--- src/rtl/serial_pkg.sv ---
// Purpose: shared state encodings and line constants for the serial rx/tx pair.
// Latency: n/a (types and constants only).
// Backpressure: n/a.
package serial_pkg;

    typedef enum logic [2:0] {
        IDLE   = 3'd0,
        START  = 3'd1,
        DATA   = 3'd2,
        PARITY = 3'd3,
        STOP   = 3'd4,
        BREAK  = 3'd5
    } serial_state_t;

    localparam logic LINE_IDLE = 1'b1;

endpackage

--- src/rtl/sync_2ff.sv ---
// Purpose: two-flop synchronizer for asynchronous inputs, reset to RST_VAL.
// Latency: 2 clk cycles from d to q.
// Backpressure: none; samples every cycle.
module sync_2ff #(
    parameter int                WIDTH   = 1,
    parameter logic [WIDTH-1:0]  RST_VAL = '0
) (
    input  logic             clk,
    input  logic             rst_n,
    input  logic [WIDTH-1:0] d,
    output logic [WIDTH-1:0] q
);

    logic [WIDTH-1:0] meta_q;
    logic [WIDTH-1:0] sync_q;

    always_ff @(posedge clk or negedge rst_n) begin
        if (!rst_n) begin
            meta_q <= RST_VAL;
            sync_q <= RST_VAL;
        end else begin
            meta_q <= d;
            sync_q <= meta_q;
        end
    end

    assign q = sync_q;

endmodule

--- src/rtl/serial_rx.sv ---
// Purpose: UART-style receiver, start + DATA_BITS (LSB first) + stop; SERIAL_RX_PARITY_EN adds even parity.
// Latency: data_valid ~3 + CLKS_PER_BIT/2 + (DATA_BITS+1)*CLKS_PER_BIT cycles after the start edge.
// Backpressure: none; each word is a one-cycle data_valid pulse and must be taken that cycle.
module serial_rx
    import serial_pkg::*;
#(
    parameter int CLKS_PER_BIT = 16,
    parameter int DATA_BITS    = 8
) (
    input  logic                 clk,
    input  logic                 rst_n,
    input  logic                 rx_in,
    output logic [DATA_BITS-1:0] data_out,
    output logic                 data_valid,
    output logic                 frame_err,
    output logic                 busy
`ifdef SERIAL_RX_PARITY_EN
    ,
    output logic                 parity_err
`endif
);

    localparam int CW = $clog2(CLKS_PER_BIT);
    localparam int IW = $clog2(DATA_BITS + 1);
    localparam logic [CW-1:0] CNT_MID  = CW'(CLKS_PER_BIT / 2 - 1);
    localparam logic [CW-1:0] CNT_END  = CW'(CLKS_PER_BIT - 1);
    localparam logic [IW-1:0] IDX_LAST = IW'(DATA_BITS - 1);

    logic                 rx_s;
    logic                 bit_end;
    serial_state_t        state_q, state_d;
    logic [CW-1:0]        cnt_q, cnt_d;
    logic [IW-1:0]        idx_q, idx_d;
    logic [DATA_BITS-1:0] shift_q, shift_d;
    logic [DATA_BITS-1:0] data_out_q, data_out_d;
    logic                 data_valid_q, data_valid_d;
    logic                 frame_err_q, frame_err_d;
    logic                 busy_q, busy_d;
`ifdef SERIAL_RX_PARITY_EN
    logic                 par_q, par_d;
    logic                 parity_err_q, parity_err_d;
`endif

    sync_2ff #(.WIDTH(1), .RST_VAL(LINE_IDLE)) u_sync (
        .clk   (clk),
        .rst_n (rst_n),
        .d     (rx_in),
        .q     (rx_s)
    );

    assign bit_end = (cnt_q == CNT_END);

    always_comb begin
        state_d      = state_q;
        cnt_d        = cnt_q;
        idx_d        = idx_q;
        shift_d      = shift_q;
        data_out_d   = data_out_q;
        data_valid_d = 1'b0;
        frame_err_d  = 1'b0;
`ifdef SERIAL_RX_PARITY_EN
        par_d        = par_q;
        parity_err_d = 1'b0;
`endif
        case (state_q)
            IDLE: begin
                if (rx_s != LINE_IDLE) begin
                    cnt_d   = '0;
                    state_d = START;
                end
            end
            START: begin
                // Re-check at mid start bit; a short low pulse is a glitch.
                if (cnt_q == CNT_MID) begin
                    cnt_d = '0;
                    idx_d = '0;
                    if (rx_s == LINE_IDLE) state_d = IDLE;
                    else                   state_d = DATA;
                end else begin
                    cnt_d = cnt_q + CW'(1);
                end
            end
            DATA: begin
                if (bit_end) begin
                    cnt_d   = '0;
                    shift_d = {rx_s, shift_q[DATA_BITS-1:1]};
                    idx_d   = idx_q + IW'(1);
                    if (idx_q == IDX_LAST) begin
`ifdef SERIAL_RX_PARITY_EN
                        state_d = PARITY;
`else
                        state_d = STOP;
`endif
                    end
                end else begin
                    cnt_d = cnt_q + CW'(1);
                end
            end
`ifdef SERIAL_RX_PARITY_EN
            PARITY: begin
                if (bit_end) begin
                    cnt_d   = '0;
                    par_d   = rx_s;
                    state_d = STOP;
                end else begin
                    cnt_d = cnt_q + CW'(1);
                end
            end
`endif
            STOP: begin
                // Leave at stop mid-bit so a back-to-back start bit is caught.
                if (bit_end) begin
                    cnt_d = '0;
                    if (rx_s == LINE_IDLE) begin
`ifdef SERIAL_RX_PARITY_EN
                        if (^{shift_q, par_q}) begin
                            parity_err_d = 1'b1;
                        end else begin
                            data_out_d   = shift_q;
                            data_valid_d = 1'b1;
                        end
`else
                        data_out_d   = shift_q;
                        data_valid_d = 1'b1;
`endif
                        state_d = IDLE;
                    end else begin
                        frame_err_d = 1'b1;
                        state_d     = BREAK;
                    end
                end else begin
                    cnt_d = cnt_q + CW'(1);
                end
            end
            BREAK: begin
                if (rx_s == LINE_IDLE) state_d = IDLE;
            end
            default: state_d = IDLE;
        endcase
        busy_d = (state_d != IDLE);
    end

    always_ff @(posedge clk or negedge rst_n) begin
        if (!rst_n) begin
            state_q      <= IDLE;
            cnt_q        <= '0;
            idx_q        <= '0;
            shift_q      <= '0;
            data_out_q   <= '0;
            data_valid_q <= 1'b0;
            frame_err_q  <= 1'b0;
            busy_q       <= 1'b0;
`ifdef SERIAL_RX_PARITY_EN
            par_q        <= 1'b0;
            parity_err_q <= 1'b0;
`endif
        end else begin
            state_q      <= state_d;
            cnt_q        <= cnt_d;
            idx_q        <= idx_d;
            shift_q      <= shift_d;
            data_out_q   <= data_out_d;
            data_valid_q <= data_valid_d;
            frame_err_q  <= frame_err_d;
            busy_q       <= busy_d;
`ifdef SERIAL_RX_PARITY_EN
            par_q        <= par_d;
            parity_err_q <= parity_err_d;
`endif
        end
    end

    assign data_out   = data_out_q;
    assign data_valid = data_valid_q;
    assign frame_err  = frame_err_q;
    assign busy       = busy_q;
`ifdef SERIAL_RX_PARITY_EN
    assign parity_err = parity_err_q;
`endif

endmodule

--- config.mk ---
export PLATFORM = sky130hd
export DESIGN_NAME = serial_rx
export DESIGN_NICKNAME = d
export VERILOG_FILES = /design/src/rtl/serial_pkg.sv /design/src/rtl/sync_2ff.sv /design/src/rtl/serial_rx.sv
export SDC_FILE = /design/constraint.sdc
export NUM_CORES = 1
export LEC_CHECK = 0
export CORE_MARGIN = 4
export CORE_UTILIZATION = 29
export DETAILED_ROUTE_END_ITERATION = 16
export GPL_TIMING_DRIVEN = 0
export PLACE_DENSITY = 0.48
export SLEW_MARGIN = 25
export SYNTH_ARGS = -nofsm -noshare
export SYNTH_HDL_FRONTEND = slang
export SYNTH_HIERARCHICAL = 1
export SYNTH_SLANG_ARGS = --single-unit
--- constraint.sdc ---
create_clock -name clk -period 3.68 [get_ports clk]
set_clock_uncertainty 0.2 [all_clocks]
set_input_delay 0.368 -clock clk [delete_from_list [all_inputs] [get_ports clk]]
set_output_delay 0.368 -clock clk [all_outputs]
set_load 0.02 [all_outputs]
* Word-level counts from Yosys, hierarchy flattened
Cells that the tools add are included.
** Word-level totals
- Word-level logic and storage cells :: 53
- Output and inout bits :: 11
- Input port bits :: 3
- Bits in registers :: 32
** Operators by class
- Equality and inequality tests :: 10
- Multiplexer cells :: 22
- Reduce and logical (&&, ||, !) cells :: 9
- Add/subtract/negate cells :: 2
** Operators by type and width (count)
- 2-to-1 mux 3 bit :: 7
- 2-to-1 mux 4 bit :: 5
- case mux 3 bit (5 select lines) :: 1
- case mux 4 bit (3 select lines) :: 1
- adder 4 x 1 -> 4 bit, second input constant :: 2
- equality test 4 x 3 -> 1 bit, second input constant :: 2
- case mux 4 bit (2 select lines) :: 1
- equality test 3 bit, second input constant :: 2
- 2-to-1 mux 1 bit :: 6
- inequality test 2 bit, second input constant :: 3
- AND reduction 3 bit :: 2
- nonzero test 3 bit :: 2
- equality test 4 bit, second input constant :: 1
- AND reduction 2 bit :: 2
- equality test 3 x 1 -> 1 bit, second input constant :: 1
- equality test 3 x 2 -> 1 bit, second input constant :: 1
- logical NOT 3 bit :: 1
- 2-to-1 mux 2 bit :: 1
- nonzero test 2 bit :: 1
- OR reduction 2 bit :: 1

* Logic depth before layout (Yosys ltp)
- Depth after elaboration :: 5
- Gate-level depth with buffers :: 6
- Mapped depth without buffers :: 5

* Modules after synthesis
Netlist, hierarchy kept.
** Modules (own cells, without submodules)
- serial_rx :: area an instance 1403.8 um^2, times used 1, seq. area each 750.7 um^2, cells each 122
- sync_2ff :: area an instance 52.6 um^2, times used 1, seq. area each 52.6 um^2, cells each 2

* Least setup slack after synthesis
No wires, ideal clock.
- Path kind :: reg2reg
- Start :: register cnt_q[0]
- End :: register busy_q (netlist: busy)
- Stages on the path, launching flop included :: 6
- Path slack :: 1.860 ns
- Setup time :: 0.131 ns
- Arrival :: 1.489 ns
- Path buffers :: 0
- Period minus slack after synthesis :: 1.820 ns
- Data required time :: 3.349 ns
- Cell sequence :: dfrtp_1 > ha_1 > nand3_1 > nor4b_1 > a311o_1 > or3_1
** Between the ends
- Word-level cells in the longest chain between the ends :: 4
- Elaborated cells on any way between the ends :: 7
- Those cells by class :: 2 x eq/ne; 4 x mux; 1 x reduce/logical
** RTL lines
- from (decl) :: line serial_rx.sv:32 : logic [CW-1:0] cnt_q, cnt_d;
- from (signal assigned) :: line serial_rx.sv:159 : cnt_q <= cnt_d;
- equality test 4 bit / equality test 4 x 3 -> 1 bit (equally long branches) :: line serial_rx.sv:51, serial_rx.sv:74
- 2-to-1 mux 3 bit, on equally long branches :: line serial_rx.sv:112, serial_rx.sv:74, serial_rx.sv:84
- case mux 3 bit (5 select lines) (*) :: line serial_rx.sv:65 : case (state_q)
- named net state_d[2] :: line serial_rx.sv:31 : serial_state_t state_q, state_d;
- nonzero test 3 bit (*) :: line serial_rx.sv:140 : busy_d = (state_d != IDLE);
- named net busy_d :: line serial_rx.sv:38 : logic busy_q, busy_d;
- to (signal assigned) :: line serial_rx.sv:165 : busy_q <= busy_d;
- to (decl) :: line serial_rx.sv:38
The timed path passes the listed nets; every way through them passes the cells marked *.
A chain may end at the register's enable or synchronous reset.

* Final worst setup path
- Start :: register cnt_q[0]
- End :: register data_out_q[7] (netlist: data_out[7])
** Between the ends
- Word-level cells in the longest chain between the ends :: 2
** RTL lines
- equality test 4 bit :: line serial_rx.sv:51 : assign bit_end = (cnt_q == CNT_END);
- AND reduction 3 bit (no source line)
- to (signal assigned) :: line serial_rx.sv:162 : data_out_q <= data_out_d;
- to (decl) :: line serial_rx.sv:35 : logic [DATA_BITS-1:0] data_out_q, data_out_d;
No other way between the ends.

==> impl_metrics.yaml <==
run_status:
  outcome: "finished, final reports clean"
synthesis:
  ys_warn_count: 6
  synth-edff-count: 0
  synth_largest_area_cell: "dfrtp_1"
  synth_flop_cell: "dfrtp_1"
  syn_inst: 124
  synth_nets: 129
  ys_ff_latch: 32
  ys_types: 40
  avgSynthCellArea_um2: 11.7
  ys_seq_area_share_pct: 55.2
  async_reset_ff_share_pct: 100
  synth_area_um2: 1460
  synth_top_area_share_pct: 51.5
  yosys-top-cells-area: "dfrtp_1, mux2_2, dfstp_2, nand2_1, nand3_1"
pwr:
  ir_worst_vdd_mv: 0.173
  power.switching_mw: 0.263
  clockPowerShare_pct: 30.7
  seq_power_share_pct: 46.7
  p_leak_nw: 0.817
  p_per_area_nw_per_um2: 497
  combPwrFrac_pct: 22.6
  swShare_pct: 29.5
  p_int_mw: 0.630
place:
  place_area_um2: 1690
  dp_hpwl_um: 1930
  port_buffers: 13
  pre_cts_ws_ps: 1600
  gp_congestion: 0.784
clock_tree:
  cts.sinks: 32
  postCtsSetupBuffers: 0
  holdBufCountCts: 1
  path_clk_slew_ps: 60
  cts_max_path_buffers: 2
  cts_tree: "done"
  cts_root_buf: "clkbuf_8"
  cts_buffers: 5
  clock_latency_ps: 270
  cts_resized: 0
  h-tree-depth: 2
finish:
  diodes: 0
  post-route-cell-area_um2: 1800
  drive_above_1_share_pct: 25.2
  areaGrowthSynthToFinish_pct: 23.4
  final_nets: 151
  final_cell_mix: "dfrtp_1, mux2_2, nand2_1, clkdlybuf4s50_1"
  layout_commonest_cell: "dfrtp_1"
floorplan:
  io_pins: 14
  fp.coreArea_um2: 4790
  rows: 25
  dieHeight_um: 78.9
  initial_core_util_pct: 30.4
  die_area_um2: 6220
  die_width_um: 78.9
setup_path:
  worstPathRequired_ps: 3640
  worst_setup_path_end_kind: "flip-flop"
  reg2regPathDepth: 6
  path_class: "reg2reg"
  critPathMaxFanout: 9
  worst_setup_path_start_kind: "flip-flop"
  arrival_ps: 2050
drt:
  via_per_inst: 4.70
  dr_total_vias: 1005
  dr.first_iter.drc_count: 51
  drc: 0
  wl_um: 2760
  drtPass1Iterations: 5
  final_antenna_net_count: 0
  avgRoutedWirePerCell_um: 12.9
timing:
  final-setup-viol-count: 0
  timing.final.max_slew_violations: 0
  hold_violations: 0
  setup_tns_ps: 0
  period_share_pct: 56.8
  period_minus_slack_ps: 2090
  setup_slack_ps: 1590
  rsz0062_at_grt: "no"
  fmax_ghz: 0.478
  worstMarginPinSlew_ps: 604
  relSlewSlack_pct: 59.7
global_routing:
  antenna_found_initial: 0
  overflow: 0
  grt_use_total_pct: 10.1
  grt_pass1_wl_um: 4910
  grt_pass1_vias: 1010
  grt_max_degree: 21
job:
  max_cap_viol_count: 0
hold_path:
  hold_path_class: "reg2reg"
  whs_path_depth: 0
synth_stat cells (all sizes together) (2+ instances only):
library cell	number
clkbuf	2
buf	5
o21ai	5
nand3	6
xor2	2
or3b	2
nand2b	2
dfrtp	30
or3	2
mux2	16
nor2	6
nand2	13
ha	2
nor3b	3
and3	3
o211ai	2
dfstp	2
a21oi	3
layout make-up:
class / instances / area (um^2)
fill: 480 / 2990
sequential: 32 / 803
multi-input combinational: 84 / 614
timing repair buffer: 15 / 163
clock buffer: 7 / 86.3
tap: 67 / 83.8
buffer: 7 / 35.0
clock inverter: 1 / 7.51
inverter: 1 / 3.75
cell families (layout without fill, tap and decap cells):
| family | after synthesis | in the layout | synth area share [%] |
|---|---|---|---|
| XOR/XNOR | 2 | 2 | 1.20 |
| AO/OA/AOI/OAI | 19 | 19 | 9.28 |
| flip-flops | 32 | 32 | 55.2 |
| multiplexers | 17 | 17 | 13.1 |
| adder cells (fa/ha/maj) | 2 | 2 | 1.72 |
| AND/OR/NAND/NOR | 44 | 44 | 16.9 |
| buffers and inverters | 8 | 31 | 2.66 |
path summary, 6_finish.rpt:
| path | start | end | slack (ps) |
|---|---|---|---|
| setup reg to reg | cnt_q[0]$_DFFE_PN0P_ | data_out[7]$_DFFE_PN0P_ | 1590 |
| setup / recovery | cnt_q[0]$_DFFE_PN0P_ | data_out[7]$_DFFE_PN0P_ | 1590 |
| hold reg to reg | u_sync/meta_q$_DFF_PN1_ | u_sync/q$_DFF_PN1_ | 160 |
| min in group asynchronous | rst_n | cnt_q[2]$_DFFE_PN0P_ | 340 |
| max in group asynchronous | rst_n | u_sync/meta_q$_DFF_PN1_ | 2440 |
| hold / removal | u_sync/meta_q$_DFF_PN1_ | u_sync/q$_DFF_PN1_ | 160 |
critical path: stages (launching register included):
cell and delay [ps]:
dfrtp_1 390, ha_1 290, and3_1 180, buf_2 150, nand2_1 120, nor2_4 260
mux2_2 370
routing by layer:
metal / vias to the layer above / GRT usage, % / part of all wire (%)
met2: 18 / 14.2 / 47
li1: 488 / - / -
met3: 2 / 3.97 / 3.3
met4: 0 / 3.44 / 0.43
met1: 497 / 14.1 / 49
met5: - / 0 / 0
stage by stage:
stage	power, mW	instances	hold slack (ps)	utilization [%]
3_3_place_gp	0.620	204	148	34.9
6_report	0.894	214	156	37.5
4_1_cts	0.906	214	157	37.5
5_1_grt	0.961	214	159	37.5
3_5_place_dp	0.625	205	94.0	35.4
2_1_floorplan	0.564	124	-128	-
sequential cells by signal, summed over array words and instances, names as in the netlist:
| signal | count |
|---|---|
| data_out | 8 |
| shift_q | 8 |
| cnt_q | 4 |
| idx_q | 4 |
| state_q | 3 |
| busy | 1 |
| data_valid | 1 |
| frame_err | 1 |
| u_sync/meta_q | 1 |
| u_sync/q | 1 |
power groups by stage:
stage	clock [mW]	sequential, mW	combinational (mW)
floorplan	0	0.421	0.143
global placement	0	0.425	0.196
detailed placement	0	0.423	0.201
CTS	0.286	0.417	0.203
global route	0.303	0.423	0.234
finish	0.274	0.418	0.202
No activity file was read; power rests on OpenSTA's default activity.
==> edit 1 (config.mk and constraints unchanged) <==
Set the parameter `CLKS_PER_BIT` to 8 (it was 16).
--- a/src/rtl/serial_rx.sv
+++ b/src/rtl/serial_rx.sv
@@ -5,5 +5,5 @@
     import serial_pkg::*;
 #(
-    parameter int CLKS_PER_BIT = 16,
+    parameter int CLKS_PER_BIT = 8,
     parameter int DATA_BITS    = 8
 ) (
Behaviour: not the same (a bounded check fails within 10 cycles, from zero or initial values and one cycle with rst_n low).
==> edit 1 against the unedited design <==
  * Cell count up 4.7%
  * Highest routed layer unchanged
  * First-iteration DRC count down 63%
  * Wire length down 1.1%
  * Setup slack worse by 0.087 ns
  * Utilization up 0.16 points
  * Largest power group unchanged
  * Sequential cell count down 1
  * Global-route usage down 0.15 points
  * Cell area up 0.42%
  * Power up 7.8%
  * Area after synthesis down 0.60%
==> edit 1: results (changes against the unedited design) <==
* Hold Slack at 0.1564 ns (was 0.1558 ns)
* First-pass GRT wire length at 4692 um (was 4905 um)
* Static Leak at 0.8655 nW (was 0.8167 nW)
* Yosys warns at 6 (unchanged)
* Met2 Use GR at 0.1630 (was 0.1418)
* Number of global-route vias before repair at 1022 (was 1010)
* GR Layer Usage met1 at 0.1132 (was 0.1408)
* VDD IR max at 0.2943 mV (was 0.1732 mV)
* Number of DRC markers in iteration 0 at 19 (was 51)
* WL final at 2729 um (was 2759 um)
* Status: complete, no violations (unchanged)
* Reg-to-Reg End: idx_q[3]$_DFFE_PN0P_ (was data_out[7]$_DFFE_PN0P_)
* Drt first pass iters at 4 (was 5)
* Most instantiated cells after synthesis: nand2_1 (30), dfrtp_1 (29), mux2_4 (8) (was dfrtp_1 (30), mux2_2 (16), nand2_1 (12))
* Post-synthesis cell type count at 33 (was 40)
* Top cell type's share of synthesized area at 0.5013 (was 0.5155)
* Sequential share of the synthesized area at 0.5376 (was 0.5515)
* Worst r2r path cells at 6 (unchanged)
* RePlAce Congestion at 0.7707 (was 0.7836)
* Post-DP HPWL at 1926 um (was 1934 um)
* Share of layout cells above drive strength 1 at 0.1465 (was 0.2517)
* Syn nets at 143 (was 129)
* All-layer global routing usage at 0.09935 (was 0.1009)
* Nets@finish at 165 (was 151)
* Vias per std cell at 4.612 (was 4.696)
* Crit path arrival time at 2.14 ns (was 2.05 ns)
* Initial antenna violation count at 0 (unchanged)
* Met3 GRT Util at 0.03096 (was 0.03968)
* Largest net degree at the start of global routing at 31 (was 21)
* Largest cells by area after synthesis: dfrtp_1 (50%), mux2_4 (8.3%), nand2_1 (7.8%) (was dfrtp_1 (52%), mux2_2 (12%), dfstp_2 (3.6%))
* Dpl ws at 1.485 ns (was 1.601 ns)
[edit 1: cell types whose count changed after synthesis, sizes merged, moves of 3 or more]
cell    unedited run  this run
ha                 2         6
nand2             13        30
and3               3         0
buf                5         2
a21oi              3         6
inv                1         7
clkbuf             2         5
mux2              16         8
nor4b              1         4
nand3              6         2
[edit 1: worst max-delay path by stage]
stage	start	endpoint	slack (ns)	cells after the start
after floorplan	cnt_q[0]$_DFFE_PN0P_	data_out[0]$_DFFE_PN0P_	1.70	6
after global placement	rst_n	idx_q[3]$_DFFE_PN0P_	1.45	1
after detailed placement	cnt_q[0]$_DFFE_PN0P_	idx_q[3]$_DFFE_PN0P_	1.48	6
after CTS	cnt_q[0]$_DFFE_PN0P_	idx_q[3]$_DFFE_PN0P_	1.47	6
after global routing	cnt_q[0]$_DFFE_PN0P_	idx_q[3]$_DFFE_PN0P_	1.36	6
final	cnt_q[0]$_DFFE_PN0P_	idx_q[3]$_DFFE_PN0P_	1.50	6
[edit 1: final cells by class]
cell class,count,area [sq um]
Sequential cell,31,778.2
Clock inverter,2,35.03
Timing Repair Buffer,15,155.1
Fill cell,465,2982
Multi-Input combinational cell,89,611.8
Inverter,7,26.28
Buffer,7,31.28
Clock buffer,6,82.58
Tap cell,67,83.83
[edit 1: worst max-delay path, cell delays in order (launching register included)]
cell and delay [ns]:
dfrtp_1 0.36, ha_1 0.25, ha_1 0.30, nor4bb_1 0.29
clkbuf_1 0.35, nand4_1 0.18, mux2i_1 0.14
[edit 1: per-stage QoR]
stage | cell area, sq um | total power, mW | std cells
6_report | 1804 | 0.9635 | 224
5_1_grt | 1804 | 1.019 | 224
4_1_cts | 1804 | 0.9752 | 224
3_5_place_dp | 1677 | 0.6232 | 215
3_3_place_gp | 1662 | 0.6093 | 214
2_1_floorplan | 1448 | 0.5575 | 134
[edit 1: kinds of logic (layout without fill, tap and decap cells)]
kind of cell    after synthesis  count (layout)  synth area share
simple gates                 53              53            0.1867
mux                          10              10           0.09681
buf+inv                      14              37           0.03976
compound gates               20              20           0.08730
flops                        31              31            0.5376
fa+ha+maj                     6               6           0.05186
[edit 1: per-layer routing]
layer  share of wire  vias to the layer above
met4           0.021                        0
met5               0                        -
met3           0.040                        5
met2            0.49                       19
met1            0.45                      499
li1                -                      510
[edit 1: power by group]
part / internal, mW / switching [mW] / leakage (nW)
registers: 0.371 / 0.0281 / 0.415
logic: 0.0898 / 0.129 / 0.389
clock network: 0.219 / 0.127 / 0.0612
total: 0.680 / 0.284 / 0.865
==> edit 2 (config.mk and constraints unchanged) <==
Made on the original files. Take the reset off `shift_q` and `data_out_q` and load them in a clocked block of their own.
--- a/src/rtl/serial_rx.sv
+++ b/src/rtl/serial_rx.sv
@@ -146,6 +146,4 @@
             cnt_q        <= '0;
             idx_q        <= '0;
-            shift_q      <= '0;
-            data_out_q   <= '0;
             data_valid_q <= 1'b0;
             frame_err_q  <= 1'b0;
@@ -159,6 +157,4 @@
             cnt_q        <= cnt_d;
             idx_q        <= idx_d;
-            shift_q      <= shift_d;
-            data_out_q   <= data_out_d;
             data_valid_q <= data_valid_d;
             frame_err_q  <= frame_err_d;
@@ -169,4 +165,9 @@
 `endif
         end
+    end
+
+    always_ff @(posedge clk) begin
+        shift_q    <= shift_d;
+        data_out_q <= data_out_d;
     end
 
Formal check against the unedited RTL: no difference found for any inputs over 10 cycles, from zero or initial values and one cycle with rst_n low; that may be too few to reach the edited logic, so the function may still have changed.
==> edit 2 against the unedited design <==
  * Setup slack improved by 0.059 ns
  * Via count fell by 12%
  * Sequential power rose by 5.5%
  * Die area fell by 6.6%
  * Largest cell class unchanged
  * Power rose by 18%
  * Area after synthesis fell by 7.3%
  * Highest routed layer unchanged
  * Utilization fell by 0.27 points
  * Sequential cell count did not move
  * Cell area fell by 7.8%
  * Wire length fell by 13%
==> edit 2: results (changes against the unedited design) <==
* Hold path start: u_sync/meta_q$_DFF_PN1_ (unchanged)
* WL met3 at 121 um (was 91 um)
* Largest net degree at the start of global routing at 17 (was 21)
* RePlAce Congestion at 0.8726 (was 0.7836)
* First-pass GRT wire length at 4167 um (was 4905 um)
* Syn Inst Count at 108 (was 124)
* Drt first pass iters at 4 (was 5)
* Post-DR wirelength/cell at 13.20 um (was 12.89 um)
* Placed cell count at 173 (was 205)
* CP max-delay cell: and3_1 (was dfrtp_1)
* Dpl ws at 1.644 ns (was 1.601 ns)
* Vias at 888 (was 1005)
* EDFF count, synth at 16 (was 0)
* Placed Area at 1545 sq um (was 1693 sq um)
* Fillers at 427 (was 480)
* Status: complete, no violations (unchanged)
* WL final at 2389 um (was 2759 um)
* Most instantiated cells after synthesis: edfxtp_1 (16), dfrtp_1 (14), nand2_1 (11) (was dfrtp_1 (30), mux2_2 (16), nand2_1 (12))
* Share of layout cells above drive strength 1 at 0.1318 (was 0.2517)
* VDD IR max at 0.3524 mV (was 0.1732 mV)
* Nets@finish at 133 (was 151)
* Actual slew at the worst max-slew pin at 0.7665 ns (was 0.6038 ns)
* Met2 wire len at 1143 um (was 1299 um)
* Sequential share of the synthesized area at 0.6543 (was 0.5515)
* Static Leak at 0.6571 nW (was 0.8167 nW)
* Skew-Pair Late Insertion Delay at 0.28 ns
* WL met1 at 1099 um (was 1356 um)
* Crit path arrival time at 1.77 ns (was 2.05 ns)
* Number of global-route vias before repair at 858 (was 1010)
* Antenna diodes at 0 (unchanged)
* Number of DRC markers in iteration 0 at 52 (was 51)
* Largest cells by area after synthesis: edfxtp_1 (36%), dfrtp_1 (26%), dfstp_2 (3.9%) (was dfrtp_1 (52%), mux2_2 (12%), dfstp_2 (3.6%))
* Post-DP HPWL at 1586 um (was 1934 um)
* All-layer global routing usage at 0.09084 (was 0.1009)
* Asr flop ratio synth at 0.5000 (was 1.000)
* CP peak stage delay at 0.45 ns (was 0.39 ns)
* Num CTS Buffers at 5 (unchanged)
* Post-synthesis cell type count at 36 (was 40)
-- edit 2: final timing paths --
check / to / slack [ns] / cells past startpoint
setup / recovery: data_out[4]$_DFFE_PP_ / 1.65 / 3
hold / removal: u_sync/q$_DFF_PN1_ / 0.16 / 0
setup reg to reg: data_out[4]$_DFFE_PP_ / 1.65 / 3
hold reg to reg: u_sync/q$_DFF_PN1_ / 0.16 / 0
max in group asynchronous: state_q[2]$_DFF_PN0_ / 2.46 / 1
min in group asynchronous: cnt_q[1]$_DFFE_PN0P_ / 0.33 / 1
-- edit 2: layout make-up --
cell class / instances / area (sq um) / area share
buffer: 5 / 25.02 / 0.01511
clock buffer: 5 / 68.82 / 0.04154
clock inverter: 3 / 42.54 / 0.02568
inverter: 5 / 18.77 / 0.01133
multi-input combinational: 66 / 422.9 / 0.2553
sequential: 32 / 883.3 / 0.5332
tap: 52 / 65.06 / 0.03927
timing repair buffer: 13 / 130.1 / 0.07855
-- edit 2: routing by layer --
layer | global-route usage | up-vias
li1 | - | 443
met1 | 0.1090 | 423
met2 | 0.1432 | 20
met3 | 0.03783 | 2
met4 | 0.03804 | 0
met5 | 0 | -
-- edit 2: cells by family (layout without fill, tap and decap cells) --
logic type | after synthesis | after routing | share of synthesized area
simple gates | 36 | 36 | 0.1464
flops | 32 | 32 | 0.6543
compound gates | 26 | 26 | 0.1344
buf+inv | 10 | 31 | 0.03244
fa+ha+maj | 2 | 2 | 0.01853
xor+xnor | 1 | 1 | 0.006489
mux | 1 | 1 | 0.007415
-- edit 2: report_power, final --
group / switching [mW] / total [mW] / internal [mW] / leakage, nW
Combinational: 0.158 / 0.279 / 0.121 / 0.256
Clock: 0.130 / 0.330 / 0.200 / 0.0541
Sequential: 0.0292 / 0.441 / 0.412 / 0.347
Total: 0.317 / 1.05 / 0.734 / 0.657
